==> src/rtl/cpu_arith_pkg.sv <==
// Shared arithmetic definitions for the add/subtract datapath and its users.
// Holds the flag bundle, op-select encodings and saturation bounds.
package cpu_arith_pkg;

    localparam int MAX_W = 64;

    localparam logic OP_ADD = 1'b0;
    localparam logic OP_SUB = 1'b1;

    typedef struct packed {
        logic zero;
        logic neg;
        logic ovf;
        logic carry;
        logic lt;
    } flags_t;

    // Bounds are built in a MAX_W-bit container; callers keep the low width bits.
    function automatic logic [MAX_W-1:0] sat_max(input int width);
        logic [MAX_W-1:0] v;
        v = '0;
        for (int i = 0; i < MAX_W; i++) begin
            if (i < width - 1) v[i] = 1'b1;
        end
        return v;
    endfunction

    function automatic logic [MAX_W-1:0] sat_min(input int width);
        logic [MAX_W-1:0] v;
        v = '0;
        for (int i = 0; i < MAX_W; i++) begin
            if (i == width - 1) v[i] = 1'b1;
        end
        return v;
    endfunction

endpackage

==> src/rtl/addsub_core.sv <==
// Combinational WIDTH-bit add/subtract with optional signed saturation and flags.
// Shared by the pipelined ALU path and the divider step.
module addsub_core
    import cpu_arith_pkg::*;
#(
    parameter int WIDTH = 32
) (
    input  logic             i_opSub,
    input  logic             i_sat,
    input  logic [WIDTH-1:0] i_a,
    input  logic [WIDTH-1:0] i_b,
    output logic [WIDTH-1:0] o_result,
    output flags_t           o_flags
);

    localparam logic [MAX_W-1:0] SAT_MAX_FULL = sat_max(WIDTH);
    localparam logic [MAX_W-1:0] SAT_MIN_FULL = sat_min(WIDTH);
    localparam logic [WIDTH-1:0] SAT_MAX = SAT_MAX_FULL[WIDTH-1:0];
    localparam logic [WIDTH-1:0] SAT_MIN = SAT_MIN_FULL[WIDTH-1:0];

    logic             w_isSub;
    logic [WIDTH-1:0] w_bEff;
    logic [WIDTH:0]   w_sum;
    logic [WIDTH-1:0] w_raw;
    logic             w_ovf;
    logic             w_carryOut;

    // Subtraction is a + ~b + 1, so the carry-in doubles as the op select.
    assign w_isSub    = (i_opSub == OP_SUB);
    assign w_bEff     = w_isSub ? ~i_b : i_b;
    assign w_sum      = {1'b0, i_a} + {1'b0, w_bEff} + {{WIDTH{1'b0}}, w_isSub};
    assign w_raw      = w_sum[WIDTH-1:0];
    assign w_carryOut = w_sum[WIDTH];
    assign w_ovf      = (i_a[WIDTH-1] == w_bEff[WIDTH-1]) && (w_raw[WIDTH-1] != i_a[WIDTH-1]);

    assign o_result = (i_sat && w_ovf) ? (i_a[WIDTH-1] ? SAT_MIN : SAT_MAX) : w_raw;

    always_comb begin
        o_flags       = '0;
        o_flags.zero  = (o_result == '0);
        o_flags.neg   = o_result[WIDTH-1];
        o_flags.ovf   = w_ovf;
        o_flags.carry = w_isSub ? ~w_carryOut : w_carryOut;
        o_flags.lt    = w_isSub & (w_raw[WIDTH-1] ^ w_ovf);
    end

endmodule

==> src/rtl/addsub_pipe.sv <==
// Pipelined add/subtract unit with valid/ready on both sides and tag passthrough.
// Arithmetic is done at entry; later stages only delay and collapse bubbles.
module addsub_pipe
    import cpu_arith_pkg::*;
#(
    parameter int WIDTH  = 32,
    parameter int STAGES = 2,
    parameter int TAG_W  = 5
) (
    input  logic             clk,
    input  logic             rst_n,
    input  logic             flush,
    input  logic             in_valid,
    output logic             in_ready,
    input  logic             op_sub,
    input  logic             sat,
    input  logic [WIDTH-1:0] data1,
    input  logic [WIDTH-1:0] data2,
    input  logic [TAG_W-1:0] tag_in,
    output logic             out_valid,
    input  logic             out_ready,
    output logic [WIDTH-1:0] result,
    output logic [TAG_W-1:0] tag_out,
    output logic             zero,
    output logic             neg,
    output logic             ovf,
    output logic             carry,
    output logic             lt
);

    logic [STAGES-1:0] r_valid;
    logic [WIDTH-1:0]  r_result [STAGES];
    logic [TAG_W-1:0]  r_tag    [STAGES];
    flags_t            r_flags  [STAGES];

    logic [STAGES-1:0] w_load;
    logic [WIDTH-1:0]  w_coreResult;
    flags_t            w_coreFlags;

    addsub_core #(.WIDTH(WIDTH)) u_core (
        .i_opSub  (op_sub),
        .i_sat    (sat),
        .i_a      (data1),
        .i_b      (data2),
        .o_result (w_coreResult),
        .o_flags  (w_coreFlags)
    );

    // A stage can load unless it and every stage after it are full while the output stalls.
    always_comb begin
        logic full;
        full   = 1'b1;
        w_load = '0;
        for (int k = STAGES - 1; k >= 0; k--) begin
            full      = full & r_valid[k];
            w_load[k] = out_ready | ~full;
        end
    end

    assign in_ready = w_load[0];

    always_ff @(posedge clk or negedge rst_n) begin
        if (!rst_n) begin
            r_valid <= '0;
        end else if (flush) begin
            r_valid <= '0;
        end else begin
            if (w_load[0]) r_valid[0] <= in_valid;
            for (int k = 1; k < STAGES; k++) begin
                if (w_load[k]) r_valid[k] <= r_valid[k-1];
            end
        end
    end

    // Payload moves only with a valid op, so a stalled output holds steady.
    always_ff @(posedge clk or negedge rst_n) begin
        if (!rst_n) begin
            for (int k = 0; k < STAGES; k++) begin
                r_result[k] <= '0;
                r_tag[k]    <= '0;
                r_flags[k]  <= '0;
            end
        end else begin
            if (w_load[0] && in_valid) begin
                r_result[0] <= w_coreResult;
                r_tag[0]    <= tag_in;
                r_flags[0]  <= w_coreFlags;
            end
            for (int k = 1; k < STAGES; k++) begin
                if (w_load[k] && r_valid[k-1]) begin
                    r_result[k] <= r_result[k-1];
                    r_tag[k]    <= r_tag[k-1];
                    r_flags[k]  <= r_flags[k-1];
                end
            end
        end
    end

    assign out_valid = r_valid[STAGES-1];
    assign result    = r_result[STAGES-1];
    assign tag_out   = r_tag[STAGES-1];
    assign zero      = r_flags[STAGES-1].zero;
    assign neg       = r_flags[STAGES-1].neg;
    assign ovf       = r_flags[STAGES-1].ovf;
    assign carry     = r_flags[STAGES-1].carry;
    assign lt        = r_flags[STAGES-1].lt;

endmodule

==> config.mk <==
export PLATFORM = sky130hd
export DESIGN_NAME = addsub_pipe
export DESIGN_NICKNAME = d
export VERILOG_FILES = /design/src/rtl/cpu_arith_pkg.sv /design/src/rtl/addsub_core.sv /design/src/rtl/addsub_pipe.sv
export SDC_FILE = /design/constraint.sdc
export NUM_CORES = 1
export LEC_CHECK = 0
export BUFFER_PORTS_ARGS = -buffer_cell sky130_fd_sc_hd__buf_2
export CAP_MARGIN = 40
export CORE_MARGIN = 2
export CORE_UTILIZATION = 61
export DETAILED_ROUTE_END_ITERATION = 8
export HOLD_SLACK_MARGIN = 0.08
export PLACE_DENSITY_LB_ADDON = 0.05
export SYNTH_ARGS = -nofsm -noshare
export SYNTH_HDL_FRONTEND = slang
export SYNTH_HIERARCHICAL = 1
export SYNTH_SLANG_ARGS = --single-unit
==> constraint.sdc <==
create_clock -name clk -period 3 [get_ports clk]
set_clock_uncertainty 0.2 [all_clocks]
set_input_delay 0.3 -clock clk [delete_from_list [all_inputs] [get_ports clk]]
set_output_delay 0.3 -clock clk [all_outputs]
set_load 0.02 [all_outputs]
==> results of run 1 <==
stage by stage:
stage / utilization / setup WS (ns)
after global placement: 0.764 / -0.782
after floorplan: - / -0.441
after global routing: 0.877 / -0.371
after detailed placement: 0.766 / -0.874
after CTS: 0.834 / -0.212
final: 0.877 / -0.266
cells by family after synthesis:
| logic type | count (synthesis) |
|---|---|
| xor gates and xnor gates | 59 |
| DFF | 86 |
| and+or+nand+nor | 139 |
| AOI/OAI and AO/OA | 142 |
| buffers and inverters | 80 |
| muxes | 86 |
| adders and majority gates | 33 |
state kept, by name (all words and copies together) (netlist names):
signal    cells
carry         1
r_result     32
zero          1
result       32
r_valid       2
r_flags       5
ovf           1
lt            1
r_tag         5
tag_out       5
neg           1
routing by layer:
layer / track usage / vias up / routed length (um)
li1: - / 2704 / -
met1: 0.408 / 2807 / 7910
met2: 0.592 / 249 / 10200
met3: 0.0450 / 49 / 943
met4: 0.109 / 0 / 527
met5: 0 / - / 0
area by class of cell:
| cell class | instances | area share |
|---|---|---|
| multi-input combinational | 459 | 0.474 |
| clock inverter | 3 | 0.00222 |
| sequential | 86 | 0.239 |
| tap | 136 | 0.0189 |
| inverter | 8 | 0.00361 |
| clock buffer | 13 | 0.0165 |
| timing repair buffer | 307 | 0.246 |
power breakdown:
part           internal [mW]  leakage, nW  switching, mW  total (mW)
combinational           1.52         3.19           1.55        3.08
clock                  0.324       0.0796          0.408       0.732
sequential              1.59         1.02          0.291        1.88
total                   3.44         4.29           2.25        5.69
what timing repair did:
item,4_1_cts,5_1_grt
buffers inserted,20,12
endpoints found under the hold margin,93,0
gates cloned,2,0
endpoints found under the setup margin,35,37
resized for setup,59,67
pin swaps,39,31
hold buffers,9,0
critical path, delay by kind of cell:
| kind | cells | cell delay [ns] |
|---|---|---|
| muxes | 2 | 0.45 |
| buffers and inverters | 3 | 0.30 |
| and+or+nand+nor | 4 | 0.84 |
| AOI/OAI and AO/OA | 5 | 1.06 |
| adders and majority gates | 1 | 0.36 |
worst max path at each step:
stage	from	endpoint	depth (start not counted)
final	op_sub	r_flags[9]$_DFFE_PN0P_	15
after global routing	op_sub	r_flags[9]$_DFFE_PN0P_	17
after CTS	op_sub	r_flags[9]$_DFFE_PN0P_	16
after detailed placement	op_sub	r_flags[9]$_DFFE_PN0P_	16
after global placement	op_sub	r_flags[9]$_DFFE_PN0P_	16
after floorplan	op_sub	r_flags[9]$_DFFE_PN0P_	15
cell usage in the layout (no fill, tap or decap), types with 6 or more instances in the layout:
master         count
nor2_1            22
inv_1              6
a21oi_1           26
nand2_2            6
buf_2            117
xnor2_1           12
buf_4            160
nand2_1           39
buf_12             6
buf_6             11
o21ai_2            8
ha_4               7
clkbuf_8          10
mux2_4            42
a21oi_2           10
a21o_1             8
o21ai_0           18
dfrtp_1           86
xor2_1            35
nand4_1           13
o21ai_1           21
dlygate4sd3_1      9
mux2_2            43
o211ai_1           6
ha_1              25
nand3_1            9
==> flow_metrics.env, run 1 <==
export IMPL_area_delta_synth_final_pct=40.4
export IMPL_cpPeakStageDelay_ns=0.40
export IMPL_syn_avg_cell_area_um2=10.3
export IMPL_synth_seq_cells=86
export IMPL_period_minus_slack_ns=3.27
export IMPL_grt_use_total=0.330
export IMPL_cap_violations=0
export IMPL_gp_congestion=0.881
export IMPL_leakage_nw=4.29
export IMPL_drv_slew=0
export IMPL_synth_top_area_frac=0.335
export IMPL_r2r_end="tag_out[0]$_DFFE_PN0P_"
export IMPL_htreeDepth=3
export IMPL_grt_overflow=0
export IMPL_clk_pin_slew_ns=0.09
export IMPL_antenna_found_initial=0
export IMPL_grt_pass1_vias=5852
export IMPL_finalNonFillerCells=1012
export IMPL_hpwl_um=12900
export IMPL_yosysMostFrequentCell="dfrtp_1"
export IMPL_antenna_left=0
export IMPL_path_cells="buf_12 -> buf_8 -> mux2i_4 -> inv_2 -> fa_2 -> a211oi_4 -> o21ai_2 -> a211oi_2 -> a21oi_4 -> or4_1 -> nand4_1 -> nor4_4 -> a32o_1 -> and4_1 -> mux2_4"
export IMPL_synth_common_cells="dfrtp_1 (86), mux2_2 (45), nand2_1 (44), xor2_1 (44)"
export IMPL_diodes=0
export IMPL_netlist_area_um2=6420
export IMPL_rsz0062_at_grt="true"
export IMPL_fin_setup_tns_ns=-5.09
export IMPL_placed_area_um2=7880
export IMPL_finalHoldViolCount=0
export IMPL_yosysSeqAreaShare=0.335
export IMPL_yosys_top_cells_area="dfrtp_1 (34%), mux2_4 (9.4%), mux2_2 (7.9%), ha_1 (6.2%), xor2_1 (6.0%)"
export IMPL_dp_cells=954
export IMPL_dr_pass1_iters=5
export IMPL_fp_dieH_um=107
export IMPL_r2r_start="r_valid[1]$_DFFE_PN0P_"
export IMPL_violations="setup timing"
export IMPL_drive_gt1_frac=0.556
export IMPL_slew_headroom=0.580
export IMPL_finalSetupViolCount=34
export IMPL_die_area_um2=11400
export IMPL_synth_mux_area_frac=0.175
export IMPL_synth_simple_area_share=0.115
export IMPL_fmax_mhz=306
export IMPL_start_util=0.625
export IMPL_synth_compound_area_frac=0.140
export IMPL_status="finished, violations left"
export IMPL_synth_top_flop_cell="dfrtp_1"
export IMPL_fin_nets=980
export IMPL_vias=5809
export IMPL_async_reset_ff_frac=1.00
export IMPL_grt_start_max_net_pins=67
export IMPL_synthXorXnorAreaFrac=0.0805
export IMPL_avgViaCountPerCell=5.74
export IMPL_cp_arrival_ns=3.31
export IMPL_syn_inst=625
export IMPL_grt_pass1_wl_um=29400
export IMPL_setup_reg_to_reg_worst_slack_ns=1.17
export IMPL_multi_input_area_um2=4270
export IMPL_yosys_area_share_adder=0.0655
export IMPL_synth_top_area_cell="dfrtp_1"
export IMPL_numPortBuffers=119
export IMPL_root_buffer="clkbuf_8"
export IMPL_endpoint_kind="register"
export IMPL_drc_errors=0
export IMPL_ir_drop_uv=476
export IMPL_hold_path_class="in2async"
export IMPL_ioPinCount=120
export IMPL_cts_tree="done"
export IMPL_r2r_cells=4
export IMPL_synth_distinct_cells=65
export IMPL_drt_iter0_drc=328
export IMPL_cp_max_fo=5
export IMPL_dieWidth_um=107
export IMPL_critPathLaunchType="input pin"
export IMPL_total_power_mw=5.69
export IMPL_fillers=514
export IMPL_critPathKind="in2reg"
export IMPL_clk_latency_ns=0.36
export IMPL_tightest_slew_ns=0.625
export IMPL_critPathRequiredTime_ns=3.04
export IMPL_cts_buffer_depth=2
export IMPL_seq_area_um2=2150
export IMPL_slowest_stage="or4_1"
export IMPL_setup_slack_ns=-0.266
export IMPL_synth_top_family_by_area="multiplexers"
export IMPL_wire_per_inst_um=19.4
export IMPL_rows=37
export IMPL_p_per_area_nw_per_um2=631
export IMPL_wl_um=19600
export IMPL_ys_warn_count=6
export IMPL_fin_crit_sh=1.09
export IMPL_fin_area_um2=9010
export IMPL_core_area_um2=10300
export IMPL_cts_buffers=9
export IMPL_synth_edff_count=0
export IMPL_cts_num_sinks=86
export IMPL_whs_ns=0.189
export IMPL_syn_nets=734
No activity file was read; power rests on OpenSTA's default activity.
==> run 2: changes to the inputs <==
--- a/config.mk
+++ b/config.mk
@@ -12,6 +12,7 @@
 export DETAILED_ROUTE_END_ITERATION = 8
 export HOLD_SLACK_MARGIN = 0.08
 export PLACE_DENSITY_LB_ADDON = 0.05
+export SETUP_SLACK_MARGIN = 0.15
 export SYNTH_ARGS = -nofsm -noshare
 export SYNTH_HDL_FRONTEND = slang
 export SYNTH_HIERARCHICAL = 1
==> run 2 against run 1 <==
  * Largest cell class unchanged
  * Highest routed layer unchanged
  * The flow still finishes with violations (setup timing)
  * Non-clock buffer count rose by 3
  * Core utilization increased by 0.84 points
  * First-iteration DRC count rose by 46%
  * Register-to-register slack got worse by 0.06 ns
  * Via count up 2.7%
  * Clock-buffer cell count shrank 2
  * Cell count grew 0.30%
  * Maximum frequency fell by 0.39%
  * Routed wire length rose by 3.7%
  * Largest power group unchanged
  * Sequential cell count stayed put
  * Die area did not move
==> flow_metrics.env, run 2 (same netlist as run 1, synthesis figures left out) <==
export IMPL_ioPinCount=120
export IMPL_cts_num_sinks=86
export IMPL_clk_pin_slew_ns=0.09
export IMPL_finalSetupViolCount=23
export IMPL_slowest_stage="nor3_4"
export IMPL_path_cells="buf_16 -> buf_4 -> xor2_2 -> ha_4 -> and4_1 -> and3_1 -> a22oi_2 -> buf_4 -> buf_6 -> a21oi_4 -> nor3_4 -> buf_6 -> buf_4 -> buf_6 -> buf_6 -> buf_6 -> xor2_2 -> nor2_1 -> mux2_4"
export IMPL_drt_iter0_drc=479
export IMPL_fin_crit_sh=1.09
export IMPL_cts_buffer_depth=2
export IMPL_fin_nets=983
export IMPL_fillers=491
export IMPL_dr_pass1_iters=5
export IMPL_drv_slew=0
export IMPL_holdPathEnd="r_valid[0]$_DFFE_PN0P_"
export IMPL_hold_path_class="in2reg"
export IMPL_antenna_left=0
export IMPL_crit_path_frequent_cell="buf_6"
export IMPL_setup_reg_to_reg_worst_slack_ns=1.11
export IMPL_htreeDepth=3
export IMPL_critPathKind="in2reg"
export IMPL_fmax_mhz=305
export IMPL_hpwl_um=12500
export IMPL_endpoint_kind="register"
export IMPL_grt_use_total=0.363
export IMPL_critPathRequiredTime_ns=3.05
export IMPL_tightest_slew_ns=0.553
export IMPL_period_minus_slack_ns=3.28
export IMPL_cp_max_fo=8
export IMPL_slew_headroom=0.632
export IMPL_cts_tree="done"
export IMPL_ir_drop_uv=522
export IMPL_violations="setup timing"
export IMPL_whs_ns=0.213
export IMPL_r2r_end="result[8]$_DFFE_PN0P_"
export IMPL_diodes=0
export IMPL_gp_congestion=0.967
export IMPL_area_delta_synth_final_pct=41.8
export IMPL_wire_per_inst_um=20.0
export IMPL_core_area_um2=10300
export IMPL_cap_violations=0
export IMPL_antenna_found_initial=0
export IMPL_numPortBuffers=119
export IMPL_root_buffer="clkbuf_8"
export IMPL_die_area_um2=11400
export IMPL_rows=37
export IMPL_p_per_area_nw_per_um2=660
export IMPL_grt_start_max_net_pins=57
export IMPL_grt_pass1_wl_um=31800
export IMPL_holdPathStages=3
export IMPL_r2r_start="r_valid[1]$_DFFE_PN0P_"
export IMPL_drive_gt1_frac=0.577
export IMPL_r2r_cells=4
export IMPL_grt_overflow=0
export IMPL_min_delay_start="out_ready"
export IMPL_avgViaCountPerCell=5.88
export IMPL_setup_slack_ns=-0.279
export IMPL_grt_pass1_vias=6093
export IMPL_cts_buffers=9
export IMPL_wl_um=20300
export IMPL_start_util=0.625
export IMPL_drc_errors=0
export IMPL_leakage_nw=4.39
export IMPL_clk_latency_ns=0.36
export IMPL_fin_setup_tns_ns=-2.18
export IMPL_rsz0062_at_grt="true"
export IMPL_fp_dieH_um=107
export IMPL_layout_common_cells="buf_4 (158), buf_2 (116), dfrtp_1 (86)"
export IMPL_final_common_cell="buf_4"
export IMPL_status="finished, violations left"
export IMPL_cp_arrival_ns=3.33
export IMPL_finalHoldViolCount=0
export IMPL_critPathLaunchType="input pin"
export IMPL_vias=5967
export IMPL_dieWidth_um=107
export IMPL_cpPeakStageDelay_ns=0.31
[run 2: cell types whose count changed in the layout (fill, tap and decap cells not counted), sizes merged]
cell	previous run	this run
clkinv	1	3
buf	298	301
clkbuf	13	11
clkinvlp	2	0
bufinv	0	2
[run 2: report_power, final]
group          total (mW)  switching, mW  internal, mW  leakage, nW
clock network       0.937          0.442         0.494        0.113
logic                3.17           1.61          1.57         3.25
registers            1.90          0.308          1.59         1.02
total                6.01           2.36          3.65         4.39
[run 2: worst max-delay path: cells and delay by family]
family                     cells  cell delay (ns)
buffers and inverters          9             1.10
adders and majority gates      1             0.25
muxes                          1             0.27
xor gates and xnor gates       2             0.36
AOI/OAI and AO/OA              2             0.25
and+or+nand+nor                4             0.79
[run 2: worst max-delay path by stage]
stage,startpoint,to,slack (ns),cells past startpoint
after floorplan,op_sub,r_flags[9]$_DFFE_PN0P_,-0.44,15
after global placement,op_sub,r_flags[9]$_DFFE_PN0P_,-0.91,15
after detailed placement,op_sub,r_flags[9]$_DFFE_PN0P_,-0.96,15
after CTS,data2[0],r_flags[9]$_DFFE_PN0P_,-0.23,14
after global routing,op_sub,r_flags[7]$_DFFE_PN0P_,-0.36,18
final,op_sub,r_flags[7]$_DFFE_PN0P_,-0.28,19
[run 2: layer usage]
| layer | vias up | routed length, um | track usage | share of wire |
|---|---|---|---|---|
| met1 | 2859 | 8070 | 0.433 | 0.40 |
| met4 | 0 | 947 | 0.181 | 0.047 |
| met3 | 89 | 1240 | 0.0748 | 0.061 |
| met2 | 309 | 10100 | 0.622 | 0.50 |
| met5 | - | 0 | 0 | 0 |
| li1 | 2710 | - | - | - |
[run 2: layout make-up]
| class | instances | area [um^2] | share of cell area |
|---|---|---|---|
| Sequential cell | 86 | 2150 | 0.236 |
| Timing Repair Buffer | 310 | 2320 | 0.255 |
| Tap cell | 136 | 170 | 0.0187 |
| Clock buffer | 11 | 141 | 0.0155 |
| Clock inverter | 5 | 82.6 | 0.00907 |
| Inverter | 8 | 30.0 | 0.00330 |
| Multi-Input combinational cell | 459 | 4210 | 0.462 |
[run 2: timing repair]
item	CTS	global route
gates cloned	5	0
pin swaps	58	23
buffers inserted	26	6
gates resized for setup	120	25
hold buffers	9	0
endpoints found under the hold margin	93	0
endpoints found under the setup margin	37	37
[run 2: through the flow]
| step | power (mW) | cell area (um^2) | cells | setup slack [ns] | utilization |
|---|---|---|---|---|---|
| after floorplan | 3.76 | 6570 | 625 | -0.441 | - |
| after CTS | 5.73 | 8910 | 1009 | -0.227 | 0.867 |
| after detailed placement | 4.50 | 7860 | 953 | -0.964 | 0.765 |
| after global placement | 4.39 | 7830 | 952 | -0.914 | 0.762 |
| after global routing | 6.27 | 9100 | 1015 | -0.361 | 0.886 |
| final | 6.01 | 9100 | 1015 | -0.279 | 0.886 |
==> run 3: changes to the inputs <==
--- a/config.mk
+++ b/config.mk
@@ -8,11 +8,13 @@
 export BUFFER_PORTS_ARGS = -buffer_cell sky130_fd_sc_hd__buf_2
 export CAP_MARGIN = 40
 export CORE_MARGIN = 2
-export CORE_UTILIZATION = 61
+export CORE_UTILIZATION = 50
 export DETAILED_ROUTE_END_ITERATION = 8
 export HOLD_SLACK_MARGIN = 0.08
 export PLACE_DENSITY_LB_ADDON = 0.05
+export RECOVER_POWER = 100
 export SETUP_SLACK_MARGIN = 0.15
+export SKIP_LAST_GASP = 1
 export SYNTH_ARGS = -nofsm -noshare
 export SYNTH_HDL_FRONTEND = slang
 export SYNTH_HIERARCHICAL = 1
==> run 3 against run 2 <==
  * The run still ends with setup timing left
  * First-iteration DRC count down 47%
  * Global-route usage down 11 points
  * Critical path depth down 2
  * Design area up 0.36%
  * Combinational power down 6.9%
  * Routed wire length down 14%
  * Via count down 6.3%
  * Worst hold slack better by 0.077 ns
  * Critical endpoint is now r_flags[9]$_DFFE_PN0P_
  * Largest cell class unchanged
==> flow_metrics.env, run 3 (same netlist as run 1, synthesis figures left out) <==
export IMPL_status="finished, violations left"
export IMPL_violations="setup timing"
export IMPL_dr_pass1_iters=4
export IMPL_finalHoldViolCount=0
export IMPL_finalSetupViolCount=37
export IMPL_die_area_um2=13800
export IMPL_cts_num_sinks=86
export IMPL_ioPinCount=120
export IMPL_fin_setup_tns_ns=-8.29
export IMPL_start_util=0.511
export IMPL_final_common_cell="buf_4"
export IMPL_switching_share=0.370
export IMPL_r2r_end="result[5]$_DFFE_PN0P_"
export IMPL_critPathLaunchType="input pin"
export IMPL_wl_met3_um=575
export IMPL_pwr_share_comb=0.496
export IMPL_fmax_mhz=290
export IMPL_avgViaCountPerCell=5.33
export IMPL_cts_tree="done"
export IMPL_core_area_um2=12600
export IMPL_dieWidth_um=117
export IMPL_cp_max_fo=7
export IMPL_fin_nets=983
export IMPL_startpoint="op_sub"
export IMPL_wl_um=17500
export IMPL_tightest_slew_ns=0.926
export IMPL_clk_pin_slew_ns=0.06
export IMPL_fin_crit_sh=1.15
export IMPL_setup_reg_to_reg_worst_slack_ns=1.13
export IMPL_drt_iter0_drc=253
export IMPL_p_clk_frac=0.191
export IMPL_htreeDepth=3
export IMPL_top_layer_used="met4"
export IMPL_crit_path_frequent_cell="buf_4"
export IMPL_gp_congestion=0.887
export IMPL_area_delta_synth_final_pct=42.3
export IMPL_final_util=0.727
export IMPL_drive_gt1_frac=0.517
export IMPL_whs_ns=0.290
export IMPL_crit_cells=17
export IMPL_root_buffer="clkbuf_16"
export IMPL_placed_area_um2=7900
export IMPL_drv_slew=0
export IMPL_diodes=0
export IMPL_rsz0062_at_grt="true"
export IMPL_antenna_found_initial=0
export IMPL_r2r_cells=4
export IMPL_wl_met1_um=8120
export IMPL_fin_area_um2=9130
export IMPL_cts_buffer_depth=2
export IMPL_endpoint_kind="register"
export IMPL_grt_pass1_wl_um=28600
export IMPL_rows=41
export IMPL_switchingPower_mw=2.19
export IMPL_cts_buffers=9
export IMPL_grt_overflow=0
export IMPL_drc_errors=0
export IMPL_path_buf_inv=5
export IMPL_path_cells="buf_16 -> buf_6 -> mux2i_4 -> inv_2 -> fa_2 -> a211oi_4 -> buf_4 -> o211ai_1 -> a31oi_2 -> buf_4 -> o21ai_1 -> xnor2_1 -> o2111ai_2 -> nor4_2 -> a31o_2 -> and4_1 -> mux2_4"
export IMPL_hold_path_class="in2reg"
export IMPL_grt_use_total=0.252
export IMPL_leakage_nw=4.27
export IMPL_vias=5593
export IMPL_critPathKind="in2reg"
export IMPL_p_int_mw=3.74
export IMPL_critPathRequiredTime_ns=3.07
export IMPL_cp_top_family="compound AO/OA/AOI/OAI gates"
export IMPL_wl_met2_um=8460
export IMPL_grt_start_max_net_pins=72
export IMPL_cap_violations=0
export IMPL_ir_drop_uv=283
export IMPL_p_seq_frac=0.313
export IMPL_antenna_left=0
export IMPL_slew_headroom=0.383
export IMPL_cp_endpoint="r_flags[9]$_DFFE_PN0P_"
export IMPL_grt_pass1_vias=5694
export IMPL_clk_latency_ns=0.33
export IMPL_dpl_worst_slack_ns=-0.997
export IMPL_cpPeakStageDelay_ns=0.42
export IMPL_wire_per_inst_um=16.7
export IMPL_setup_slack_ns=-0.453
export IMPL_numPortBuffers=119
export IMPL_p_per_area_nw_per_um2=650
export IMPL_r2r_start="r_valid[1]$_DFFE_PN0P_"
export IMPL_hpwl_um=12500
export IMPL_layout_common_cells="buf_4 (154), dfrtp_1 (86), buf_2 (72)"
export IMPL_period_minus_slack_ns=3.45
export IMPL_slowest_stage="fa_2"
export IMPL_fp_dieH_um=117
export IMPL_cp_arrival_ns=3.52
-- run 3: cell type report --
class	instances	area [um^2]
Tap cell	172	215
Multi-Input combinational cell	459	4200
Clock inverter	4	55.1
Sequential cell	86	2150
Fill cell	955	3430
Clock buffer	11	253
Timing Repair Buffer	310	2220
Inverter	8	32.5
-- run 3: power by group through the flow --
stage / registers (mW) / logic [mW] / clock network (mW)
after global placement: 1.83 / 2.57 / 0
after floorplan: 1.79 / 1.97 / 0
after CTS: 1.85 / 2.85 / 1.14
after detailed placement: 1.85 / 2.63 / 0
final: 1.86 / 2.95 / 1.13
after global routing: 1.91 / 3.15 / 1.20
-- run 3: worst min-delay path by stage --
stage | end | start | depth (start not counted)
final | r_result[56]$_DFFE_PN0P_ | data1[31] | 3
after global routing | r_result[56]$_DFFE_PN0P_ | data1[31] | 3
after CTS | result[12]$_DFFE_PN0P_ | rst_n | 2
after detailed placement | result[11]$_DFFE_PN0P_ | rst_n | 1
after global placement | r_valid[0]$_DFFE_PN0P_ | flush | 2
after floorplan | carry$_DFFE_PN0P_ | rst_n | 0
-- run 3: what timing repair did --
action	in CTS	in global routing
pin swaps	32	34
buffers inserted	21	14
resized for setup	98	45
endpoints found under the setup margin	37	37
endpoints found under the hold margin	93	0
cloned	3	1
hold buffers	9	0
-- run 3: layer usage --
layer  GRT usage  vias up
met4      0.0813        0
met1       0.339     2702
met3      0.0282       27
met2       0.424      153
met5           0        -
li1            -     2711
-- run 3: per-stage QoR --
stage	cells	power, mW
2_1_floorplan	625	3.76
3_3_place_gp	986	4.40
3_5_place_dp	987	4.48
4_1_cts	1035	5.84
5_1_grt	1050	6.26
6_report	1050	5.94
-- run 3: worst min-delay path, stage by stage --
cell,delay [ns]
buf_2,0.20
o21ai_2,0.15
mux2_4,0.14
